--- config.mk ---
export PLATFORM = sky130hd
export DESIGN_NAME = ifetch_unit
export DESIGN_NICKNAME = d
export VERILOG_FILES = /design/src/rtl/ifetch_unit.sv
export SDC_FILE = /design/constraint.sdc
export NUM_CORES = 1
export LEC_CHECK = 0
export BUFFER_PORTS_ARGS = -buffer_cell sky130_fd_sc_hd__buf_2
export CORE_AREA = 2 2 183 113
export DETAILED_ROUTE_END_ITERATION = 7
export DIE_AREA = 0 0 185 115
export GPL_TIMING_DRIVEN = 0
export SLEW_MARGIN = 20
export SYNTH_ARGS = -nofsm -noshare
export SYNTH_HDL_FRONTEND = slang
export SYNTH_SLANG_ARGS = --single-unit
--- constraint.sdc ---
create_clock -name clk -period 6.35 [get_ports clk]
set_input_delay 0.3175 -clock clk [delete_from_list [all_inputs] [get_ports clk]]
set_output_delay 0.3175 -clock clk [all_outputs]
set_load 0.1 [all_outputs]
--- src/rtl/ifetch_unit.sv ---
// ============================================================================
// ifetch_unit : instruction-fetch front end (PC, ROM address, IF/ID register)
// Revision    : 1.0
// ============================================================================
`default_nettype none

module ifetch_unit #(
   parameter logic [31:0] RESET_PC = 32'h0000_0000,
   parameter logic [31:0] NOP_WORD = 32'h0000_0000
) (
   input  logic        clk,
   input  logic        reset,
   input  logic        stall,
   input  logic        branch_taken,
   input  logic [15:0] branch_offset,
   input  logic        jump_req,
   input  logic [31:0] jump_target,
   output logic [31:0] imem_addr,
   input  logic [31:0] imem_data,
   output logic [31:0] if_instr,
   output logic [31:0] if_pc,
   output logic [31:0] if_pc4,
   output logic        if_valid,
   output logic        misalign_err
);

   generate
      if (RESET_PC[1:0] != 2'b00) begin : g_bad_reset_pc
         $error("ifetch_unit: RESET_PC %h is not word-aligned", RESET_PC);
      end
   endgenerate

   logic [31:0] pc_q, pc_d;
   logic [31:0] if_instr_q, if_instr_d;
   logic [31:0] if_pc_q, if_pc_d;
   logic [31:0] if_pc4_q, if_pc4_d;
   logic        if_valid_q, if_valid_d;
   logic        misalign_q, misalign_d;
   logic [31:0] branch_target;
   logic [31:0] pc_plus4;

   assign pc_plus4      = pc_q + 32'd4;
   assign branch_target = if_pc4_q + {{14{branch_offset[15]}}, branch_offset, 2'b00};

   // Redirects outrank stall; a branch only counts against a real instruction.
   always_comb begin
      pc_d       = pc_q;
      if_instr_d = if_instr_q;
      if_pc_d    = if_pc_q;
      if_pc4_d   = if_pc4_q;
      if_valid_d = if_valid_q;
      misalign_d = 1'b0;
      if (jump_req) begin
         pc_d       = {jump_target[31:2], 2'b00};
         if_instr_d = NOP_WORD;
         if_valid_d = 1'b0;
         misalign_d = |jump_target[1:0];
      end else if (branch_taken && if_valid_q) begin
         pc_d       = {branch_target[31:2], 2'b00};
         if_instr_d = NOP_WORD;
         if_valid_d = 1'b0;
      end else if (!stall) begin
         pc_d       = pc_plus4;
         if_instr_d = imem_data;
         if_pc_d    = pc_q;
         if_pc4_d   = pc_plus4;
         if_valid_d = 1'b1;
      end
   end

   always_ff @(posedge clk) begin
      if (reset) begin
         pc_q       <= {RESET_PC[31:2], 2'b00};
         if_instr_q <= NOP_WORD;
         if_pc_q    <= 32'd0;
         if_pc4_q   <= 32'd0;
         if_valid_q <= 1'b0;
         misalign_q <= 1'b0;
      end else begin
         pc_q       <= pc_d;
         if_instr_q <= if_instr_d;
         if_pc_q    <= if_pc_d;
         if_pc4_q   <= if_pc4_d;
         if_valid_q <= if_valid_d;
         misalign_q <= misalign_d;
      end
   end

   assign imem_addr    = pc_q;
   assign if_instr     = if_instr_q;
   assign if_pc        = if_pc_q;
   assign if_pc4       = if_pc4_q;
   assign if_valid     = if_valid_q;
   assign misalign_err = misalign_q;

endmodule

`default_nettype wire

==> impl_metrics.yaml, run 1 <==
detailed_routing:
  detail_route.drc_violations: 0
  wirelength_microns: 27100
  residual_antenna_violating_net_count_after_detailed_routing: 0
  drt_first_pass_iters: 5
  post_drt_wl_per_cell_microns: 19.3
  vias_per_cell: 5.51
  vias: 7761
  drt_first_iter_violations: 849
floorplan:
  fp-row-count: 40
  design.die.area_sq_um: 21300
  die_height_microns: 115
  die_w_microns: 185
  fp.coreArea_sq_um: 19600
  initial_core_utilization: 0.365
  floorplan.io_pins: 215
timing:
  setup_viol_count_final: 0
  min_period_over_period: 0.499
  finalHoldWorstSlack_ps: 119
  setup_tns_after_final_layout_ps: 0
  timing.final.max_slew_violations: 0
  fin_crit_ps: 3170
  rsz0062_at_grt: "false"
  worst_slew_pin_slew_ps: 860
  hold_violations: 0
  clock-skew-final_ps: 10.0
  highest_attainable_clock_frequency_mhz: 315
  relSlewSlack: 0.426
setup_path:
  timing.critical_path.slowest_stage_cell: "sky130_fd_sc_hd__a311oi_1"
  required_ps: 6630
  crit_type: "flip-flop to flip-flop"
  setup.worst_path.start_class: "flip-flop"
  cp.arrival_ps: 3450
  path_max_fanout: 4
  timing.critical_path.to_type: "flip-flop"
  critical-path-top-cell-by-count: "sky130_fd_sc_hd__o21ai_1"
  critical_path_cell_by_cell: "ha_1 -> a211oi_2 -> o21ai_1 -> a311oi_1 -> o21ai_1 -> a31oi_1 -> mux2i_1 -> a21oi_1"
  critPathMaxStageDelay_ps: 700
finish:
  final_core_util: 0.469
  layout_common_cells: "214 x sky130_fd_sc_hd__buf_2, 124 x sky130_fd_sc_hd__dfxtp_1, 116 x sky130_fd_sc_hd__nand2_1, 99 x sky130_fd_sc_hd__nor2_1, 81 x sky130_fd_sc_hd__a21oi_1"
  syn2layout_area_growth_pct: 28.3
  n_antenna_cell: 0
  fillCellCount: 2042
  net_count_final: 1240
  post_route_cells_drive_above_1_share: 0.237
  mostFrequentLayoutCell: "sky130_fd_sc_hd__buf_2"
grt:
  grt_pass1_wl_microns: 40300
  grt.overflow.total: 0
  grt_pass1_vias: 6901
  grt_antenna_before_repair: 0
  grtUsageTotal: 0.251
  pin_count_of_the_biggest_net_entering_global_routing: 17
clock_network:
  ctsResizeCount: 0
  cts.reportedPaths.clkPinSlew_ps: 60
  clock_tree_root_driver_cell: "sky130_fd_sc_hd__clkbuf_16"
  clockBufferDepth: 2
  cts.sinks: 124
  cts.hold.buffers_added: 0
  cts-htree-levels: 4
  clkLatencyLatePin_ps: 430
  numCtsBuffers: 17
  cts_tree: "built"
  cts_post_setup_buffers_inserted: 0
synthesis:
  async_reset_ff_frac: 0
  syn_inst: 892
  synthFlopType: "sky130_fd_sc_hd__dfxtp_1"
  seq_area_frac_synth: 0.346
  synthDistinctLibCells: 71
  postSynthRegisterBits: 124
  post_synth_instance_area_sq_um: 7160
  yosys_warnings: 0
  synth-edff-count: 0
  synthesis.area_per_instance_sq_um: 8.03
min_path:
  hold_class: "input pin to flip-flop"
placed_design:
  io_buffer_count: 208
  gp_routability_congestion: 0.951
  dpl.hpwl_microns: 21000
power_and_ir_drop:
  power.ir.vdd_worst_v: 0.000172
  p_leak_nw: 4.12
  power_density_nw_per_um2: 293
status:
  run_status: "complete, no violations"
job:
  maxCapViolations: 0
cell families after synthesis:
logic type	synth area share
adder cells (fa/ha/maj)	0.0552
XOR/XNOR	0.0648
buffers and inverters	0.0451
AND/OR/NAND/NOR	0.212
other	0.000523
multiplexers	0.0533
flip-flops	0.346
AO/OA/AOI/OAI	0.222
flip-flops by register name, indices dropped and copies added (netlist names):
| signal | count |
|---|---|
| if_pc4 | 30 |
| if_pc | 30 |
| imem_addr | 30 |
| if_valid | 1 |
| if_instr | 32 |
| misalign_err | 1 |
area by class of cell:
type / count / area (sq um) / area share
multi-input cells: 695 / 4380 / 0.476
flip-flops and latches: 124 / 2480 / 0.270
repair buffers: 208 / 1040 / 0.113
clock buffers: 18 / 439 / 0.0478
well taps: 273 / 342 / 0.0371
plain buffers: 67 / 282 / 0.0306
clock inverters: 13 / 190 / 0.0207
inverters: 11 / 41.3 / 0.00449
metrics by stage:
stage / total power [mW] / std cells / setup slack (ps) / cell area [sq um]
2_1_floorplan: 1.46 / 897 / 3210 / 7180
3_5_place_dp: 1.64 / 1378 / 3290 / 8570
4_1_cts: 2.69 / 1409 / 3300 / 9200
3_3_place_gp: 1.64 / 1378 / 3290 / 8570
6_report: 2.70 / 1409 / 3180 / 9200
5_1_grt: 2.79 / 1409 / 3040 / 9200
final timing paths:
kind,startpoint,to,slack [ps],cells past startpoint
worst min register to register,if_pc[25],if_pc[25],450,2
worst max register to register,if_pc4[3],imem_addr[29],3180,8
worst min-delay path,imem_data[6],if_instr[6],120,3
worst max-delay path,if_pc4[3],imem_addr[29],3180,8
worst max-delay path, delay by kind of cell, from the launching register on:
| kind | cells | cell delay, ps |
|---|---|---|
| mux | 1 | 280 |
| flops | 1 | 470 |
| fa+ha+maj | 1 | 300 |
| compound gates | 6 | 1960 |
power breakdown:
part	internal, mW	total [mW]	switching, mW	leakage (nW)
Combinational	0.178	0.767	0.589	2.80
Clock	0.668	1.06	0.392	0.307
Sequential	0.821	0.871	0.0493	1.02
layer usage:
| metal | GRT usage | share of wire |
|---|---|---|
| met3 | 0.0532 | 0.095 |
| met4 | 0.0619 | 0.014 |
| met1 | 0.386 | 0.49 |
| met2 | 0.352 | 0.40 |
| met5 | 0 | 0 |
synth_stat cells (all sizes together) (3+ instances only):
cell type | n | share of area
dfxtp | 124 | 0.35
nand2 | 117 | 0.062
nor2 | 99 | 0.052
a21oi | 81 | 0.057
clkbuf | 50 | 0.026
mux2i | 37 | 0.052
o21ai | 37 | 0.026
a211oi | 35 | 0.038
ha | 30 | 0.052
nand3 | 29 | 0.022
xnor2 | 27 | 0.033
xor2 | 26 | 0.032
buf | 17 | 0.013
nor3 | 17 | 0.012
a21o | 16 | 0.017
inv | 11 | 0.0058
nand4 | 10 | 0.0096
o211ai | 10 | 0.010
a31oi | 8 | 0.0070
and2 | 8 | 0.0072
and3 | 7 | 0.0061
o221ai | 7 | 0.0086
and4 | 6 | 0.0073
nand2b | 6 | 0.0052
nor4 | 6 | 0.0094
o21bai | 6 | 0.0063
nor2b | 5 | 0.0044
or2 | 5 | 0.0044
a221o | 4 | 0.0056
a2111oi | 3 | 0.0037
a221oi | 3 | 0.0037
a222oi | 3 | 0.0042
a22o | 3 | 0.0037
a311oi | 3 | 0.0037
nand3b | 3 | 0.0031
o21a | 3 | 0.0031
or4 | 3 | 0.0031
No activity file was read; power rests on OpenSTA's default activity.
==> run 2: changes to the inputs <==
--- a/config.mk
+++ b/config.mk
@@ -5,10 +5,11 @@
 export SDC_FILE = /design/constraint.sdc
 export NUM_CORES = 1
 export LEC_CHECK = 0
+export ABC_AREA = 1
 export BUFFER_PORTS_ARGS = -buffer_cell sky130_fd_sc_hd__buf_2
-export CORE_AREA = 2 2 183 113
+export CORE_AREA = 2 2 188 116
 export DETAILED_ROUTE_END_ITERATION = 7
-export DIE_AREA = 0 0 185 115
+export DIE_AREA = 0 0 190 118
 export GPL_TIMING_DRIVEN = 0
 export SLEW_MARGIN = 20
 export SYNTH_ARGS = -nofsm -noshare
==> constraint.sdc (replaced) <==
create_clock -name clk -period 3.15 [get_ports clk]
set_input_delay 0.1575 -clock clk [delete_from_list [all_inputs] [get_ports clk]]
set_output_delay 0.1575 -clock clk [all_outputs]
set_load 0.1 [all_outputs]
==> run 2 against run 1 <==
Against the previous run:
- sequential power is 100% higher
- register-to-register slack worse by 2500 ps
- total power is 110% higher
- highest routed layer is now met5
- synthesized cell count is 32% higher
- clock skew hardly changed
==> impl_metrics.yaml, run 2 <==
synthesis:
  synth-edff-count: 0
  synthDistinctLibCells: 40
  synthFlopType: "sky130_fd_sc_hd__dfxtp_1"
  seq_area_frac_synth: 0.327
  synth_most_common_cell: "sky130_fd_sc_hd__nand2_1"
  syn_inst: 1178
  main_combinational_cell_family_by_area_after_synthesis: "simple AND/OR/NAND/NOR gates"
  synth.top_cells.by_area: "sky130_fd_sc_hd__dfxtp_1 33%, sky130_fd_sc_hd__nand2_1 15%, sky130_fd_sc_hd__a21oi_1 8.6%"
  async_reset_ff_frac: 0
  synth_mux_area_frac: 0
  synthesis.area_per_instance_sq_um: 6.44
  postSynthRegisterBits: 124
  synth_largest_area_cell: "sky130_fd_sc_hd__dfxtp_1"
  yosys.area_share.xor_xnor: 0.0312
  synth-compound-area-share: 0.194
  yosys_warnings: 0
  post_synth_and_or_nand_nor_area_fraction: 0.297
  synth_top_area_share: 0.327
  synth_top_cells_by_count: "313 x sky130_fd_sc_hd__nand2_1, 130 x sky130_fd_sc_hd__a21oi_1, 124 x sky130_fd_sc_hd__dfxtp_1, 124 x sky130_fd_sc_hd__inv_1, 112 x sky130_fd_sc_hd__nor2_1"
  post_synth_instance_area_sq_um: 7580
  synthAdderAreaFrac: 0.0522
grt:
  grt_antenna_before_repair: 1
  grtUsageTotal: 0.282
  grt_pass1_vias: 7871
  grt.overflow.total: 0
  grt_pass1_wl_microns: 47400
  pin_count_of_the_biggest_net_entering_global_routing: 17
timing:
  worst_slew_pin_slew_ps: 770
  relSlewSlack: 0.487
  rsz0062_at_grt: "false"
  min_period_over_period: 0.792
  finalHoldWorstSlack_ps: 26.1
  setup_tns_after_final_layout_ps: 0
  timing.final.max_slew_violations: 0
  fin_crit_ps: 2500
  hold_violations: 0
  clock-skew-final_ps: 10.5
  setup_viol_count_final: 0
  highest_attainable_clock_frequency_mhz: 401
finish:
  mostFrequentLayoutCell: "sky130_fd_sc_hd__nand2_1"
  fillCellCount: 2203
  syn2layout_area_growth_pct: 31.5
  layout.area.seq_sq_um: 2480
  layout_common_cells: "313 x sky130_fd_sc_hd__nand2_1, 218 x sky130_fd_sc_hd__buf_2, 130 x sky130_fd_sc_hd__a21oi_1, 124 x sky130_fd_sc_hd__inv_1, 124 x sky130_fd_sc_hd__dfxtp_1"
  layout.cell_area.non_filler_sq_um: 9970
  n_antenna_cell: 0
  largest_reg_flops: 32
  post_route_cells_drive_above_1_share: 0.192
  final_standard_cell_count_with_taps_included_and_fillers_excluded: 1735
  multi_input_area_sq_um: 4380
  net_count_final: 1559
placed_design:
  dpl.hpwl_microns: 25600
  placed_instance_area_sq_um: 8980
  gp_routability_congestion: 1.01
  io_buffer_count: 207
  post-place-cells: 1669
setup_path:
  path_max_fanout: 5
  crit_type: "flip-flop to flip-flop"
  cp.arrival_ps: 2840
  setup.worst_path.start_class: "flip-flop"
  required_ps: 3500
  timing.critical_path.to_type: "flip-flop"
detailed_routing:
  drt_first_pass_iters: 7
  drt_first_iter_violations: 1070
  post_drt_wl_per_cell_microns: 18.6
  detail_route.drc_violations: 0
  vias: 9125
  vias_per_cell: 5.26
  residual_antenna_violating_net_count_after_detailed_routing: 0
  wirelength_microns: 32300
power_and_ir_drop:
  switching_power_of_the_nets_mw: 2.22
  pnr_total_power_mw: 5.62
  p_leak_nw: 5.05
  share_clk_of_total_power: 0.384
  power.combinational.fraction: 0.298
  p_seq_frac: 0.317
  net_sw_frac: 0.395
  power.ir.vdd_worst_v: 0.000363
  cellInternalPower_mw: 3.40
  power_density_nw_per_um2: 564
clock_network:
  numCtsBuffers: 17
  cts-htree-levels: 4
  clkLatencyLatePin_ps: 420
  cts.reportedPaths.clkPinSlew_ps: 60
  cts.sinks: 124
  ctsResizeCount: 0
  clockBufferDepth: 2
  clock_tree_root_driver_cell: "sky130_fd_sc_hd__clkbuf_16"
  cts_tree: "built"
floorplan:
  fp.coreArea_sq_um: 20700
  floorplan.io_pins: 215
  initial_core_utilization: 0.367
  fp-row-count: 41
  design.die.area_sq_um: 22400
  die_w_microns: 190
  die_height_microns: 118
job:
  maxCapViolations: 0
min_path:
  hold_class: "input pin to flip-flop"
status:
  run_status: "complete, no violations"
[run 2: cell count changes in the layout (fill, tap and decap cells not counted), moves of 15 or more]
cell	previous run	this run
sky130_fd_sc_hd__clkbuf_1	50	28
sky130_fd_sc_hd__inv_1	11	124
sky130_fd_sc_hd__a21oi_1	81	130
sky130_fd_sc_hd__o21ai_0	33	93
sky130_fd_sc_hd__mux2i_1	37	0
sky130_fd_sc_hd__nand2_1	116	313
sky130_fd_sc_hd__xnor2_1	27	6
sky130_fd_sc_hd__nand3_1	27	65
sky130_fd_sc_hd__dlygate4sd3_1	0	34
sky130_fd_sc_hd__a211oi_1	33	0
sky130_fd_sc_hd__a21o_1	16	1
[run 2: power by group through the flow]
stage               sequential [mW]  clock [mW]  combinational (mW)
detailed placement             1.81           0                1.62
floorplan                      2.48           0               0.560
CTS                            1.78        2.16                1.66
finish                         1.78        2.16                1.68
global route                   1.79        2.25                1.78
global placement               1.81           0                1.61
[run 2: per-layer routing]
| metal | wire length, microns | up-vias | GRT usage |
|---|---|---|---|
| li1 | - | 4381 | - |
| met2 | 12100 | 524 | 0.354 |
| met3 | 4610 | 23 | 0.109 |
| met4 | 211 | 2 | 0.0441 |
| met1 | 15400 | 4195 | 0.444 |
| met5 | 13 | - | 0 |
[run 2: through the flow]
| stage | setup slack (ps) | util |
|---|---|---|
| 6_report | 654 | 0.482 |
| 5_1_grt | 495 | 0.482 |
| 4_1_cts | 790 | 0.482 |
| 3_5_place_dp | 725 | 0.435 |
| 3_3_place_gp | 714 | 0.435 |
| 2_1_floorplan | 681 | - |
[run 2: cells by family after synthesis]
| group | after synthesis |
|---|---|
| XOR/XNOR | 27 |
| AO/OA/AOI/OAI | 270 |
| buffers and inverters | 183 |
| flip-flops | 124 |
| adder cells (fa/ha/maj) | 31 |
| AND/OR/NAND/NOR | 542 |
| other | 1 |
[run 2: layout make-up]
| cell class | count | area share |
|---|---|---|
| repair buffers | 241 | 0.138 |
| clock buffers | 19 | 0.0454 |
| multi-input cells | 876 | 0.439 |
| clock inverters | 13 | 0.0191 |
| plain buffers | 54 | 0.0259 |
| flip-flops and latches | 124 | 0.249 |
| inverters | 129 | 0.0486 |
| well taps | 279 | 0.0350 |
[run 2: what timing repair did]
item | CTS | global route
hold buffers | 34 | 0
buffers inserted | 0 | 0
setup endpoints to repair | 0 | 0
hold endpoints to repair | 33 | 0
[run 2: final timing paths]
kind / startpoint / cells after the start / end / slack [ps]
max: if_pc4[24] / 11 / imem_addr[25] / 650
min reg2reg: if_instr[5] / 2 / if_instr[5] / 460
max reg2reg: if_pc4[24] / 11 / imem_addr[25] / 650
min: jump_target[17] / 3 / imem_addr[17] / 30
[run 2: critical path, cell delays in order, from the launching register on]
cell and delay [ps]:
sky130_fd_sc_hd__dfxtp_1 360, sky130_fd_sc_hd__ha_1 430, sky130_fd_sc_hd__nand2_1 140, sky130_fd_sc_hd__nor2_1 220
sky130_fd_sc_hd__inv_1 110, sky130_fd_sc_hd__nor3_1 320, sky130_fd_sc_hd__nand3_1 250, sky130_fd_sc_hd__nand3_1 140
sky130_fd_sc_hd__nand2_1 60, sky130_fd_sc_hd__nand3_1 120, sky130_fd_sc_hd__nand3_1 140, sky130_fd_sc_hd__a21oi_1 150
